--- config.mk ---
export PLATFORM = sky130hd
export DESIGN_NAME = mul_dma_engine_flat
export DESIGN_NICKNAME = d
export VERILOG_FILES = /design/src/rtl/mul_pkg.sv /design/src/rtl/mul_dma_engine_if.sv /design/src/rtl/mul_dma_engine_booth.sv /design/src/rtl/mul_dma_engine.sv /design/src/flat_wrapper.sv
export SDC_FILE = /design/constraint.sdc
export NUM_CORES = 1
export LEC_CHECK = 0
export ABC_AREA = 1
export BUFFER_PORTS_ARGS = -buffer_cell sky130_fd_sc_hd__buf_2
export CORE_AREA = 8 8 122 124
export DETAILED_ROUTE_END_ITERATION = 10
export DIE_AREA = 0 0 130 132
export MAX_ROUTING_LAYER = met4
export PLACE_DENSITY = 0.66
export RECOVER_POWER = 100
export SYNTH_ARGS = -nofsm -noshare
export SYNTH_HDL_FRONTEND = slang
export SYNTH_SLANG_ARGS = --single-unit
--- constraint.sdc ---
create_clock -name clk -period 2.59 [get_ports clk]
set_input_delay 0.518 -clock clk [delete_from_list [all_inputs] [get_ports clk]]
set_output_delay 0.518 -clock clk [all_outputs]
set_load 0.005 [all_outputs]
--- src/rtl/mul_pkg.sv ---
// Shared types, constants and Booth step for the pairwise multiply DMA engine.
// Build option FAST_MUL_EN (see mul_dma_engine) does not change anything here.
package mul_pkg;

  typedef enum logic [2:0] {
    IDLE,
    LOAD,
    MUL,
    STORE,
    NEXT,
    DONE
  } state_t;

  localparam int OP_BYTES   = 2;
  localparam int PROD_BYTES = 4;
  localparam int MUL_CYCLES = 16;

  typedef logic signed [15:0] operand_t;
  typedef logic signed [31:0] product_t;

  typedef struct packed {
    logic signed [16:0] acc;
    logic [15:0]        q;
    logic               q1;
  } booth_t;

  // One radix-2 Booth iteration: add/sub, then arithmetic shift of {acc,q,q1}.
  function automatic booth_t booth_step(
    input booth_t   s,
    input operand_t m
  );
    logic signed [16:0] mx;
    logic signed [16:0] sum;
    booth_t             r;
    mx = {m[15], m};
    unique case ({s.q[0], s.q1})
      2'b01:   sum = s.acc + mx;
      2'b10:   sum = s.acc - mx;
      default: sum = s.acc;
    endcase
    r.acc = {sum[16], sum[16:1]};
    r.q   = {sum[0], s.q[15:1]};
    r.q1  = s.q[0];
    return r;
  endfunction

endpackage

--- src/rtl/mul_dma_engine_if.sv ---
// Start/done handshake plus byte-wide data memory port of the engine.
// master: engine side, slave: top-level / memory side.
interface mul_dma_if #(
  parameter int ADDR_W = 8
);
  logic              start;
  logic              done;
  logic [ADDR_W-1:0] mem_addr;
  logic [7:0]        mem_rd_data;
  logic              mem_wr_en;
  logic [7:0]        mem_wr_data;

  modport master (
    input  start,
    input  mem_rd_data,
    output done,
    output mem_addr,
    output mem_wr_en,
    output mem_wr_data
  );

  modport slave (
    output start,
    output mem_rd_data,
    input  done,
    input  mem_addr,
    input  mem_wr_en,
    input  mem_wr_data
  );
endinterface

--- src/rtl/mul_dma_engine_booth.sv ---
// 16x16 signed sequential radix-2 Booth multiplier, 16 cycles per product.
// The first iteration is folded into the load cycle.
module booth_mul16
  import mul_pkg::*;
(
  input  logic     clk,
  input  logic     rst_n,
  input  logic     load,
  input  operand_t a,
  input  operand_t b,
  output logic     busy,
  output logic     valid,
  output product_t p
);

  booth_t     st;
  booth_t     seed;
  operand_t   m;
  logic [3:0] cnt;

  assign seed = '{acc: '0, q: b, q1: 1'b0};
  assign p    = {st.acc[15:0], st.q};

  always_ff @(posedge clk) begin
    if (!rst_n) begin
      st    <= '0;
      m     <= '0;
      cnt   <= '0;
      busy  <= 1'b0;
      valid <= 1'b0;
    end else if (load) begin
      st    <= booth_step(seed, a);
      m     <= a;
      cnt   <= 4'd1;
      busy  <= 1'b1;
      valid <= 1'b0;
    end else if (busy) begin
      st  <= booth_step(st, m);
      cnt <= cnt + 4'd1;
      if (cnt == 4'(MUL_CYCLES - 1)) begin
        busy  <= 1'b0;
        valid <= 1'b1;
      end
    end
  end

endmodule

--- src/rtl/mul_dma_engine.sv ---
// Reads 16 signed 16-bit operand pairs, writes 32-bit products big-endian.
// Define FAST_MUL_EN for a single-cycle combinational multiply.
module mul_dma_engine
  import mul_pkg::*;
#(
  parameter int NUM_PAIRS = 16,
  parameter int SRC_BASE  = 0,
  parameter int DST_BASE  = 64,
  parameter int ADDR_W    = 8
) (
  input logic       clk,
  input logic       rst_n,
  mul_dma_if.master bus
);

  localparam int IDX_W =
    (NUM_PAIRS > 1) ? $clog2(NUM_PAIRS) : 1;
  localparam int SRC_STRIDE = 2 * OP_BYTES;

  state_t            state;
  state_t            state_n;
  logic [3:0]        cnt;
  logic [IDX_W-1:0]  idx;
  logic              start_q;
  logic [31:0]       sr;
  operand_t          op_lo;
  operand_t          op_hi;
  product_t          prod;
  logic              mul_last;
  logic              wr_ok;
  logic              last_pair;
  logic [1:0]        ld_off;
  logic [ADDR_W-1:0] src_a;
  logic [ADDR_W-1:0] dst_a;

  assign op_lo = sr[31:16];
  assign op_hi = sr[15:0];

  assign last_pair = idx == IDX_W'(NUM_PAIRS - 1);
  assign ld_off    = (cnt > 4'd3) ? 2'd3 : cnt[1:0];

  assign src_a = ADDR_W'(SRC_BASE)
               + ADDR_W'(idx) * ADDR_W'(SRC_STRIDE);
  assign dst_a = ADDR_W'(DST_BASE)
               + ADDR_W'(idx) * ADDR_W'(PROD_BYTES);

`ifdef FAST_MUL_EN
  product_t prod_r;

  always_ff @(posedge clk) begin
    if (!rst_n) begin
      prod_r <= '0;
    end else if (state == MUL) begin
      prod_r <= product_t'(op_hi) * product_t'(op_lo);
    end
  end

  assign prod     = prod_r;
  assign mul_last = 1'b1;
  assign wr_ok    = 1'b1;
`else
  logic mul_busy;
  logic mul_valid;

  booth_mul16 u_mul (
    .clk   (clk),
    .rst_n (rst_n),
    .load  (state == MUL && cnt == 4'd0),
    .a     (op_hi),
    .b     (op_lo),
    .busy  (mul_busy),
    .valid (mul_valid),
    .p     (prod)
  );

  assign mul_last = mul_busy
                 && cnt == 4'(MUL_CYCLES - 1);
  assign wr_ok    = mul_valid;
`endif

  always_ff @(posedge clk) begin
    if (!rst_n) begin
      state <= IDLE;
    end else begin
      state <= state_n;
    end
  end

  // NEXT is resolved in the last STORE beat so a pair stays at 25 cycles.
  always_comb begin
    state_n = state;
    unique case (state)
      IDLE:
        if (start_q && !bus.start) state_n = LOAD;
      LOAD:
        if (cnt == 4'(SRC_STRIDE)) state_n = MUL;
      MUL:
        if (mul_last) state_n = STORE;
      STORE:
        if (cnt == 4'(PROD_BYTES - 1))
          state_n = last_pair ? DONE : LOAD;
      DONE:
        if (bus.start) state_n = IDLE;
      default:
        state_n = IDLE;
    endcase
  end

  always_ff @(posedge clk) begin
    if (!rst_n) begin
      start_q <= 1'b0;
      cnt     <= '0;
      idx     <= '0;
      sr      <= '0;
    end else begin
      start_q <= bus.start;
      if (state_n != state) begin
        cnt <= '0;
      end else if (state != IDLE && state != DONE) begin
        cnt <= cnt + 4'd1;
      end
      if (state == LOAD && cnt != 4'd0) begin
        sr <= {sr[23:0], bus.mem_rd_data};
      end
      if (state == STORE && cnt == 4'(PROD_BYTES - 1)) begin
        idx <= last_pair ? '0 : idx + 1'b1;
      end
    end
  end

  always_comb begin
    bus.done        = 1'b0;
    bus.mem_wr_en   = 1'b0;
    bus.mem_addr    = '0;
    bus.mem_wr_data = '0;
    unique case (state)
      LOAD: begin
        bus.mem_addr = src_a + ADDR_W'(ld_off);
      end
      STORE: begin
        bus.mem_addr    = dst_a + ADDR_W'(cnt[1:0]);
        bus.mem_wr_en   = wr_ok;
        bus.mem_wr_data = 8'(prod >> {~cnt[1:0], 3'b000});
      end
      DONE: begin
        bus.done = 1'b1;
      end
      default: begin
      end
    endcase
  end

endmodule

--- src/flat_wrapper.sv ---
// flat-port wrapper written by rule: the top's interface ports become plain ports
module mul_dma_engine_flat import mul_pkg::*;
#(
  parameter int NUM_PAIRS = 16,
  parameter int SRC_BASE  = 0,
  parameter int DST_BASE  = 64,
  parameter int ADDR_W    = 8
)
  (clk, rst_n, bus_start, bus_mem_rd_data, bus_done, bus_mem_addr, bus_mem_wr_en, bus_mem_wr_data);
  mul_dma_if #(.ADDR_W(ADDR_W)) bus_i ();
  input logic clk;
  input logic rst_n;
  input wire logic [$bits(bus_i.start)-1:0] bus_start;
  input wire logic [$bits(bus_i.mem_rd_data)-1:0] bus_mem_rd_data;
  output wire logic [$bits(bus_i.done)-1:0] bus_done;
  output wire logic [$bits(bus_i.mem_addr)-1:0] bus_mem_addr;
  output wire logic [$bits(bus_i.mem_wr_en)-1:0] bus_mem_wr_en;
  output wire logic [$bits(bus_i.mem_wr_data)-1:0] bus_mem_wr_data;
  assign bus_i.start = bus_start;
  assign bus_i.mem_rd_data = bus_mem_rd_data;
  assign bus_done = bus_i.done;
  assign bus_mem_addr = bus_i.mem_addr;
  assign bus_mem_wr_en = bus_i.mem_wr_en;
  assign bus_mem_wr_data = bus_i.mem_wr_data;
  mul_dma_engine #(.NUM_PAIRS(NUM_PAIRS), .SRC_BASE(SRC_BASE), .DST_BASE(DST_BASE), .ADDR_W(ADDR_W)) u_core (.clk(clk), .rst_n(rst_n), .bus(bus_i));
endmodule
==> run_results.csv, run 1 <==
group,metric,value,unit
global_route,grt_first_pass_wirelength,27700,um
yosys,synth_top_cell_by_area,"dfxtp_1",
pwr,pwr-share-comb,2.8,%
floorplanning,die_x,130,um
sta,fmax,398,MHz
worst_setup_path,slowest_delay,350,ps
worst_setup_path,cp_slowest_cell,"dfxtp_1",
worst_setup_path,cp.required,2870,ps
route,vias,5959,
yosys,ys_seq_area_share,33.3,%
route,vias_per_cell,5.38,
sta,slew_headroom,46.0,%
placement,port_buffers,27,
pwr,seqPwrFrac,51.6,%
final_layout,drive_above_1_share,17.2,%
yosys,syn_inst,892,
global_route,grt_max_degree,46,
pwr,cellPowerDensity,429,mW/mm^2
route,drt_iter0_markers,500,
sta,worst_pin_slew,810,ps
yosys,synth-edff-count,0,
floorplanning,num_io_pins,29,
sta,final_max_slew_viol_count,0,
global_route,grt_pass1_vias,5347,
floorplanning,die_area,0.0172,sq mm
worst_setup_path,start_kind,"register",
yosys,yosysWarnings,0,
sta,period_minus_slack,2510,ps
sta,post-route-period-util,97.1,%
sta,setup_viol,0,
yosys,synthTopCellsByCount,"nand2_1, a21oi_1, o21ai_0, dfxtp_1, inv_1",
final_layout,fin_nets,961,
worst_setup_path,crit_family,"simple AND/OR/NAND/NOR gates",
placement,placed_cells,1082,
pwr,p_sw,710,uW
pwr,p_leak,0.00298,uW
placement,dp.final_hpwl,12300,um
floorplanning,core_area,0.0130,sq mm
floorplanning,die_h,132,um
global_route,grt_usage,20.7,%
clock_tree,cts_buffers,9,
yosys,synth.most_common_cell,"nand2_1",
sta,finalSetupTns,0,ps
run_status,status,"complete, no violations",
worst_setup_path,critPathKind,"reg -> reg",
yosys,postSynthAreaPerCell,6.68,sq um
clock_tree,cts_root_buffer,"clkbuf_16",
sta,skew,8.81,ps
yosys,async_flop_share,0,%
clock_tree,clockBufferDepth,2,
sta,finalHoldViolCount,0,
sta,setup_slack,75.5,ps
route,drtAntennaViolNets,0,
route,routedWlPerCell,15.7,um
pwr,clockPowerShare,45.6,%
yosys,ys.flop_type,"dfxtp_1",
clock_tree,clkTransAtPathRegs,70,ps
yosys,synth_area_leaders,"dfxtp_1, nand2_1, a21oi_1",
clock_tree,cts.sinks,99,
clock_tree,cts_tree,"done",
worst_hold_path,min_path_type,"in -> reg",
floorplanning,rows,42,
placement,place_ws,-47.9,ps
worst_setup_path,path_cells,"inv_1 -> nand2_2 -> o21ai_4 -> nand2_2 -> nor2_4 -> nand2_2 -> xor2_1 -> inv_1 -> ha_4 -> buf_4 -> nand2_1 -> nor2_2 -> and2_1 -> nand2_1 -> nand3_1 -> nand3_1 -> a21oi_2",
sta,rsz0062_at_grt,"yes",
route,drtPass1Iterations,7,
final_layout,instances_no_fill,1107,
worst_setup_path,setup.worst_path.end_class,"register",
placement,gp_congestion,0.941,
pwr,total_power,2960,uW
route,drc,0,
pwr,ir_drop,0.000429,V
worst_setup_path,path_buf_inv,3,
route,wl,17400,um
yosys,yosysTopAreaCellShare,33.3,%
yosys,ys_ff_latch,99,
floorplanning,initial_core_util,45.9,%
clock_tree,htreeDepth,3,
yosys,netlist_area,0.00596,sq mm
worst_setup_path,path_max_fanout,3,
global_route,grt-ovfl-total,0,
worst_setup_path,cpMostUsedCell,"nand2_2",
clock_tree,insertion_delay,350,ps
final_layout,synthToLayoutAreaGrowth,15.8,%
final_layout,antenna_cells,0,
yosys,synth.net_count,927,
pwr,switching_share,24.0,%
yosys,ys_types,41,
job,drv_cap,0,
global_route,antenna_found_initial,0,
worst_setup_path,crit_arrival,2800,ps
pwr,internal_power,2250,uW
## registers in the layout, summed over array words and instances, names as in the netlist
name	cells
u_core.u_mul.st	1
u_core.u_mul.busy	1
u_core.state	3
u_core.cnt	4
u_core.u_mul.cnt	4
u_core.u_mul.valid	1
u_core.start_q	1
u_core.u_mul.p	32
u_core.u_mul.m	16
u_core.idx	4
u_core.sr	32
## final cells by class
cell class                 instances  area, sq um
timing repair buffer              62          393
clock inverter                     6         53.8
inverter                         105          403
multi-input combinational        649         3600
sequential                        99         1990
clock buffer                      10          239
fill                            1267         6080
tap                              176          220
## power groups by stage
| stage | logic (uW) | clock network (uW) | registers [uW] |
|---|---|---|---|
| detailed placement | 82.4 | 0 | 1560 |
| global placement | 81.7 | 0 | 1560 |
| floorplan | 55.6 | 0 | 1560 |
| global route | 93.2 | 1430 | 1530 |
| CTS | 82.3 | 1370 | 1530 |
| finish | 82.9 | 1350 | 1530 |
## worst min-delay path, delay by kind of cell
family        cells  cell delay (ps)
simple gates      1               40
buf+inv           2              130
## what timing repair did
item	in CTS	in global routing
setup endpoints to repair	3	12
gates resized for setup	5	79
setup buffers	0	9
pin swaps	1	24
hold buffers	0	0
## metrics by stage
stage          util (%)  hold slack [ps]  area, sq um
2_1_floorplan         -              432         5960
3_3_place_gp       48.5              468         6290
3_5_place_dp       48.5              476         6290
4_1_cts            50.8              362         6600
5_1_grt            53.1              395         6900
6_report           53.1              370         6900
## metal layers
metal,share of wire (%),wire [um],vias to the layer above,track usage [%]
li1,-,-,3042,-
met1,49,8440,2725,28.7
met2,44,7720,175,30.3
met3,5.9,1020,17,2.87
met4,1.2,208,0,6.00
met5,0,0,-,-
## placed cells by master (no fill, tap or decap), drive strengths merged
master    netlist  routed
xnor2          10      10
nor4            1       1
buf            23      59
o211ai          1       1
a31oi          23      23
and2            2       2
nand4          11      11
a21oi         109     109
and3            1       1
inv           102     105
nor2           99      99
a22oi           3       3
clkinvlp        0       1
a211oi          2       2
nand2         165     165
dfxtp          99      99
ha             23      23
o21ai         109     109
nand3b          5       5
o21bai          2       2
fa              1       1
clkbuf         16      13
nor3            5       5
nand3          60      60
clkinv          3       5
conb            1       1
xor2           14      14
o22ai           1       1
o31ai           1       1
## cell families (layout without fill, tap and decap cells)
| family | count (synthesis) | count (layout) | share of synthesized area, % |
|---|---|---|---|
| flip-flops | 99 | 99 | 33.3 |
| adder cells (fa/ha/maj) | 24 | 24 | 5.17 |
| other | 1 | 1 | 0.0630 |
| AND/OR/NAND/NOR | 349 | 349 | 25.5 |
| buffers and inverters | 144 | 183 | 10.2 |
| XOR/XNOR | 24 | 24 | 3.53 |
| AO/OA/AOI/OAI | 251 | 251 | 22.2 |
## worst paths after layout
path	from	to	slack [ps]	cells past startpoint
worst min register to register	u_core.sr[26]	u_core.u_mul.p[9]	490	2
worst max register to register	u_core.u_mul.m[3]	u_core.u_mul.p[30]	80	17
worst max-delay path	u_core.u_mul.m[3]	u_core.u_mul.p[30]	80	17
worst min-delay path	bus_start	u_core.start_q	370	3
(Power assumes the default switching activity.)
==> run 2: changes to the inputs <==
Settings changed: BUFFER_PORTS_ARGS -buffer_cell sky130_fd_sc_hd__buf_2 to unset, DONT_BUFFER_PORTS set to 1, PLACE_DENSITY 0.66 to 0.64.
==> run_results.csv, run 2 (synthesis gave the netlist of run 1 again) <==
group,metric,value,unit
final_layout,synthToLayoutAreaGrowth,12.5,%
sta,finalHoldViolCount,0,
route,drc,0,
worst_setup_path,reg2reg_from,"u_core.u_mul.m[6]",
worst_setup_path,setup.worst_path.end_class,"register",
worst_setup_path,crit_arrival,2780,ps
final_layout,fin_nets,928,
pwr,ir_drop,0.000435,V
placement,dp.final_hpwl,12000,um
worst_setup_path,path_buf_inv,3,
floorplanning,num_io_pins,29,
sta,final_max_slew_viol_count,0,
worst_hold_path,min_path_type,"in -> reg",
sta,setup_viol,0,
sta,period_minus_slack,2480,ps
global_route,grt_usage,19.9,%
clock_tree,cts_buffers,9,
sta,hold_slack,257,ps
worst_setup_path,critPathKind,"reg -> reg",
worst_setup_path,slowest_delay,320,ps
sta,post-route-period-util,95.6,%
global_route,grt-ovfl-total,0,
final_layout,mostFrequentLayoutCells,"nand2_1, a21oi_1, o21ai_0",
worst_setup_path,path_cells,"inv_2 -> nand2_4 -> o31ai_2 -> nand2_2 -> nor2_4 -> nand2_2 -> xor2_1 -> inv_1 -> ha_4 -> buf_4 -> nand2_1 -> nor2_2 -> and2_4 -> nand2_2 -> nand3_2 -> nand3_2 -> a21oi_2",
route,vias_per_cell,5.41,
pwr,internal_power,2250,uW
clock_tree,cts_tree,"done",
global_route,grt_max_degree,73,
clock_tree,clkTransAtPathRegs,70,ps
pwr,cellPowerDensity,441,mW/mm^2
pwr,total_power,2960,uW
placement,placed_cells,1052,
floorplanning,core_area,0.0130,sq mm
sta,fmax,404,MHz
pwr,p_leak,0.00281,uW
final_layout,drive_above_1_share,13.8,%
clock_tree,insertion_delay,360,ps
floorplanning,die_area,0.0172,sq mm
floorplanning,rows,42,
route,drtAntennaViolNets,0,
final_layout,layout_commonest_cell,"nand2_1",
pwr,clockPowerShare,46.4,%
pwr,pwr-share-comb,1.9,%
worst_setup_path,cp_slowest_cell,"dfxtp_1",
sta,worst_pin_slew,775,ps
clock_tree,clockBufferDepth,2,
route,routedWlPerCell,15.7,um
route,drt_iter0_markers,487,
pwr,seqPwrFrac,51.6,%
placement,gp_congestion,0.891,
worst_hold_path,holdPathEnd,"u_core.start_q",
route,vias,5815,
worst_setup_path,r2r_cells,17,
clock_tree,cts.sinks,99,
sta,skew,7.59,ps
clock_tree,htreeDepth,3,
global_route,grt_pass1_vias,5116,
job,drv_cap,0,
final_layout,instances_no_fill,1074,
worst_hold_path,hold_path_depth,2,
pwr,switching_share,23.9,%
floorplanning,die_h,132,um
sta,slew_headroom,48.3,%
worst_setup_path,start_kind,"register",
route,wl,16800,um
worst_setup_path,crit_family,"simple AND/OR/NAND/NOR gates",
final_layout,antenna_cells,0,
route,drtPass1Iterations,5,
run_status,status,"complete, no violations",
worst_setup_path,cpMostUsedCell,"nand2_2",
global_route,grt_first_pass_wirelength,26400,um
worst_setup_path,path_max_fanout,3,
floorplanning,initial_core_util,45.9,%
worst_setup_path,ff2ff_setup_slack,110,ps
clock_tree,cts_root_buffer,"clkbuf_16",
worst_setup_path,cp.required,2890,ps
worst_setup_path,reg2reg_to,"u_core.u_mul.p[30]",
floorplanning,die_x,130,um
worst_hold_path,hold_path_startpoint,"bus_start",
placement,port_buffers,0,
global_route,antenna_found_initial,0,
pwr,p_sw,707,uW
## run 2: cell types whose count changed in the layout (fill, tap and decap cells not counted), sizes merged
cell	delta
buf	-32
clkbuf	-1
## run 2: cell type report
cell class	instances	area (sq um)
inverter	105	400
clock inverter	6	67.6
sequential	99	1990
timing repair buffer	29	213
fill	1314	6280
clock buffer	10	239
tap	176	220
multi-input combinational	649	3580
## run 2: worst max-delay path by stage
| stage | start | end | slack (ps) | cells after the start |
|---|---|---|---|---|
| after floorplan | u_core.u_mul.st[0] | u_core.u_mul.p[31] | 80 | 21 |
| after global placement | u_core.u_mul.m[0] | u_core.u_mul.p[30] | -90 | 16 |
| after detailed placement | u_core.u_mul.m[0] | u_core.u_mul.p[30] | -70 | 16 |
| after CTS | u_core.u_mul.m[0] | u_core.u_mul.p[31] | 5 | 20 |
| after global routing | u_core.u_mul.m[6] | u_core.u_mul.p[31] | -40 | 19 |
| final | u_core.u_mul.m[6] | u_core.u_mul.p[30] | 110 | 17 |
## run 2: timing repair
action,4_1_cts,5_1_grt
endpoints found under the setup margin,5,11
setup buffers,3,3
hold buffers,0,0
resized for setup,7,68
pin swaps,7,19
## run 2: power groups by stage
stage	registers (uW)	clock network, uW	logic [uW]
floorplan	1560	0	55.6
global placement	1560	0	56.9
detailed placement	1560	0	57.4
CTS	1530	1400	57.6
global route	1530	1450	64.4
finish	1530	1370	57.4
## run 2: metal layers
layer	vias to the layer above	GRT usage [%]	wire, um
li1	2956	-	-
met2	168	28.7	7450
met5	-	-	0
met4	0	7.10	341
met1	2670	26.6	7990
met3	21	4.37	1040
## run 2: stage by stage
step / util, % / worst slack (ps) / cell area, sq um / TNS [ps]
6_report: 51.6 / 113 / 6700 / 0
5_1_grt: 51.6 / -44.4 / 6700 / -129
4_1_cts: 49.9 / 4.62 / 6480 / 0
3_5_place_dp: 47.3 / -68.8 / 6140 / -139
3_3_place_gp: 47.3 / -87.4 / 6140 / -141
2_1_floorplan: - / 82.5 / 5960 / 0
## run 2: worst register-to-register path, stage by stage, from the launching register on
cell and delay, ps:
dfxtp_1 320, inv_2 90, nand2_4 60, o31ai_2 250, nand2_2 130, nor2_4 170, nand2_2 60, xor2_1 130
inv_1 90, ha_4 280, buf_4 110, nand2_1 70, nor2_2 150, and2_4 160, nand2_2 60, nand3_2 80
nand3_2 80, a21oi_2 150
==> run 3: changes to the inputs <==
Settings changed: CORE_AREA 8 8 122 124 to 8 8 169 91, DIE_AREA 0 0 130 132 to 0 0 177 99.
==> run_results.csv, run 3 (synthesis gave the netlist of run 1 again) <==
group,metric,value,unit
run_status,status,"complete, no violations",
sta,fmax,389,MHz
route,wl_met3,2480,um
route,drc,0,
placement,place_area,0.00620,sq mm
global_route,grt_pass1_vias,5094,
worst_setup_path,setup.worst_path.end_class,"register",
sta,post-route-period-util,99.3,%
worst_setup_path,start_kind,"register",
pwr,ir_drop,0.000327,V
sta,period_minus_slack,2570,ps
route,vias_per_cell,5.55,
worst_setup_path,critPathKind,"reg -> reg",
worst_setup_path,cp.required,2880,ps
sta,hold_slack,255,ps
route,routedWlPerCell,17.6,um
sta,slew_headroom,49.3,%
route,drtAntennaViolNets,0,
pwr,p_leak,0.00292,uW
sta,finalHoldViolCount,0,
sta,skew,12.9,ps
floorplanning,core_area,0.0131,sq mm
worst_setup_path,cp_slowest_cell,"dfxtp_2",
placement,port_buffers,0,
sta,worst_pin_slew,760,ps
clock_tree,cts_root_buffer,"clkbuf_16",
worst_setup_path,crit_arrival,2860,ps
placement,dp.final_hpwl,14200,um
final_layout,fin_nets,944,
final_layout,drive_above_1_share,15.6,%
placement,gp_congestion,0.958,
floorplanning,die_x,177,um
worst_setup_path,path_cells,"inv_4 -> ha_4 -> nand2_4 -> nor2_4 -> nand2_2 -> o21ai_2 -> o21ai_1 -> xnor2_1 -> ha_1 -> buf_6 -> buf_6 -> nand2_4 -> nor2_4 -> and2_4 -> nand2_2 -> nand2_1 -> nand2_1 -> nand3_1 -> a21oi_1",
global_route,grt_max_degree,73,
pwr,total_power,2980,uW
floorplanning,rows,30,
route,met2WireLength,6490,um
final_layout,synthToLayoutAreaGrowth,16.6,%
clock_tree,clockBufferDepth,2,
final_layout,mostFrequentLayoutCells,"nand2_1, a21oi_1, o21ai_0",
worst_setup_path,path_buf_inv,3,
worst_hold_path,min_path_type,"in -> reg",
final_layout,layout_commonest_cell,"nand2_1",
pwr,cellPowerDensity,429,mW/mm^2
job,drv_cap,0,
sta,rsz0062_at_grt,"yes",
worst_setup_path,crit_family,"simple AND/OR/NAND/NOR gates",
final_layout,num-fill-cells,1293,
floorplanning,num_io_pins,29,
global_route,grt_first_pass_wirelength,29300,um
global_route,grt_usage,21.7,%
clock_tree,htreeDepth,3,
clock_tree,insertion_delay,360,ps
clock_tree,cts_tree,"done",
clock_tree,cts_buffers,9,
global_route,antenna_found_initial,1,
floorplanning,die_area,0.0175,sq mm
clock_tree,cts.sinks,99,
route,vias,6054,
sta,setup_viol,0,
route,wl,19300,um
floorplanning,initial_core_util,45.5,%
final_layout,final_util,53.0,%
floorplanning,die_h,99,um
global_route,grt-ovfl-total,0,
worst_setup_path,path_max_fanout,3,
clock_tree,clkTransAtPathRegs,80,ps
worst_setup_path,slowest_delay,340,ps
route,drtPass1Iterations,6,
sta,final_max_slew_viol_count,0,
route,drt_iter0_markers,791,
final_layout,final_area,0.00695,sq mm
route,m1WireLength,10200,um
sta,finalSetupTns,0,ps
route,top_layer,"met4",
run 3: cell count changes in the layout (fill, tap and decap cells not counted), moves of 3 or more:
cell     previous run  this run
ha_4                3         9
nand3_1            56        59
inv_1              91        88
nand2_1           146       143
nand3_2             4         0
ha_2                3         0
buf_4              27        39
ha_1               17        14
run 3: cell type report:
cell class                      instances  area [sq um]  area share (%)
Multi-Input combinational cell        649          3680            52.9
Sequential cell                        99          1990            28.7
Inverter                              105           405            5.84
Timing Repair Buffer                   45           334            4.81
Clock buffer                            9           225            3.24
Tap cell                              176           220            3.17
Clock inverter                          7          91.3            1.31
Antenna cell                            1          2.50          0.0360
run 3: power by group:
| part | switching [uW] | internal, uW | total (uW) |
|---|---|---|---|
| combinational | 42.7 | 18.7 | 61.5 |
| clock | 694 | 699 | 1390 |
| sequential | 2.83 | 1520 | 1530 |
| total | 740 | 2240 | 2980 |
run 3: final timing paths:
kind / cells past startpoint / endpoint / slack (ps) / from
setup / recovery: 19 / u_core.u_mul.p[30] / 20 / u_core.u_mul.m[0]
setup reg to reg: 19 / u_core.u_mul.p[30] / 20 / u_core.u_mul.m[0]
hold reg to reg: 2 / u_core.u_mul.valid / 450 / u_core.u_mul.valid
hold / removal: 2 / u_core.start_q / 260 / bus_start
run 3: per-stage QoR:
step | worst slack (ps) | std cells
2_1_floorplan | 82.5 | 892
3_3_place_gp | -100 | 1061
3_5_place_dp | -202 | 1061
4_1_cts | -5.52 | 1079
5_1_grt | -125 | 1091
6_report | 17.2 | 1091
run 3: repair_timing:
action                                  in CTS  in global routing
hold buffers                                 0                  0
buffers inserted                             2                 11
pin swaps                                    6                 26
gates resized for setup                     20                 80
endpoints found under the setup margin       6                 11
run 3: worst reg2reg max path: cells and delay by family, from the launching register on:
| kind | cells | cell delay [ps] |
|---|---|---|
| simple gates | 10 | 750 |
| compound gates | 3 | 460 |
| fa+ha+maj | 2 | 430 |
| flops | 1 | 340 |
| buf+inv | 3 | 320 |
| xor+xnor | 1 | 200 |
run 3: layer usage:
metal / track usage [%] / vias up
met5: - / -
met4: 3.47 / 0
met3: 7.98 / 13
met2: 23.2 / 304
met1: 35.2 / 2730
li1: - / 3007
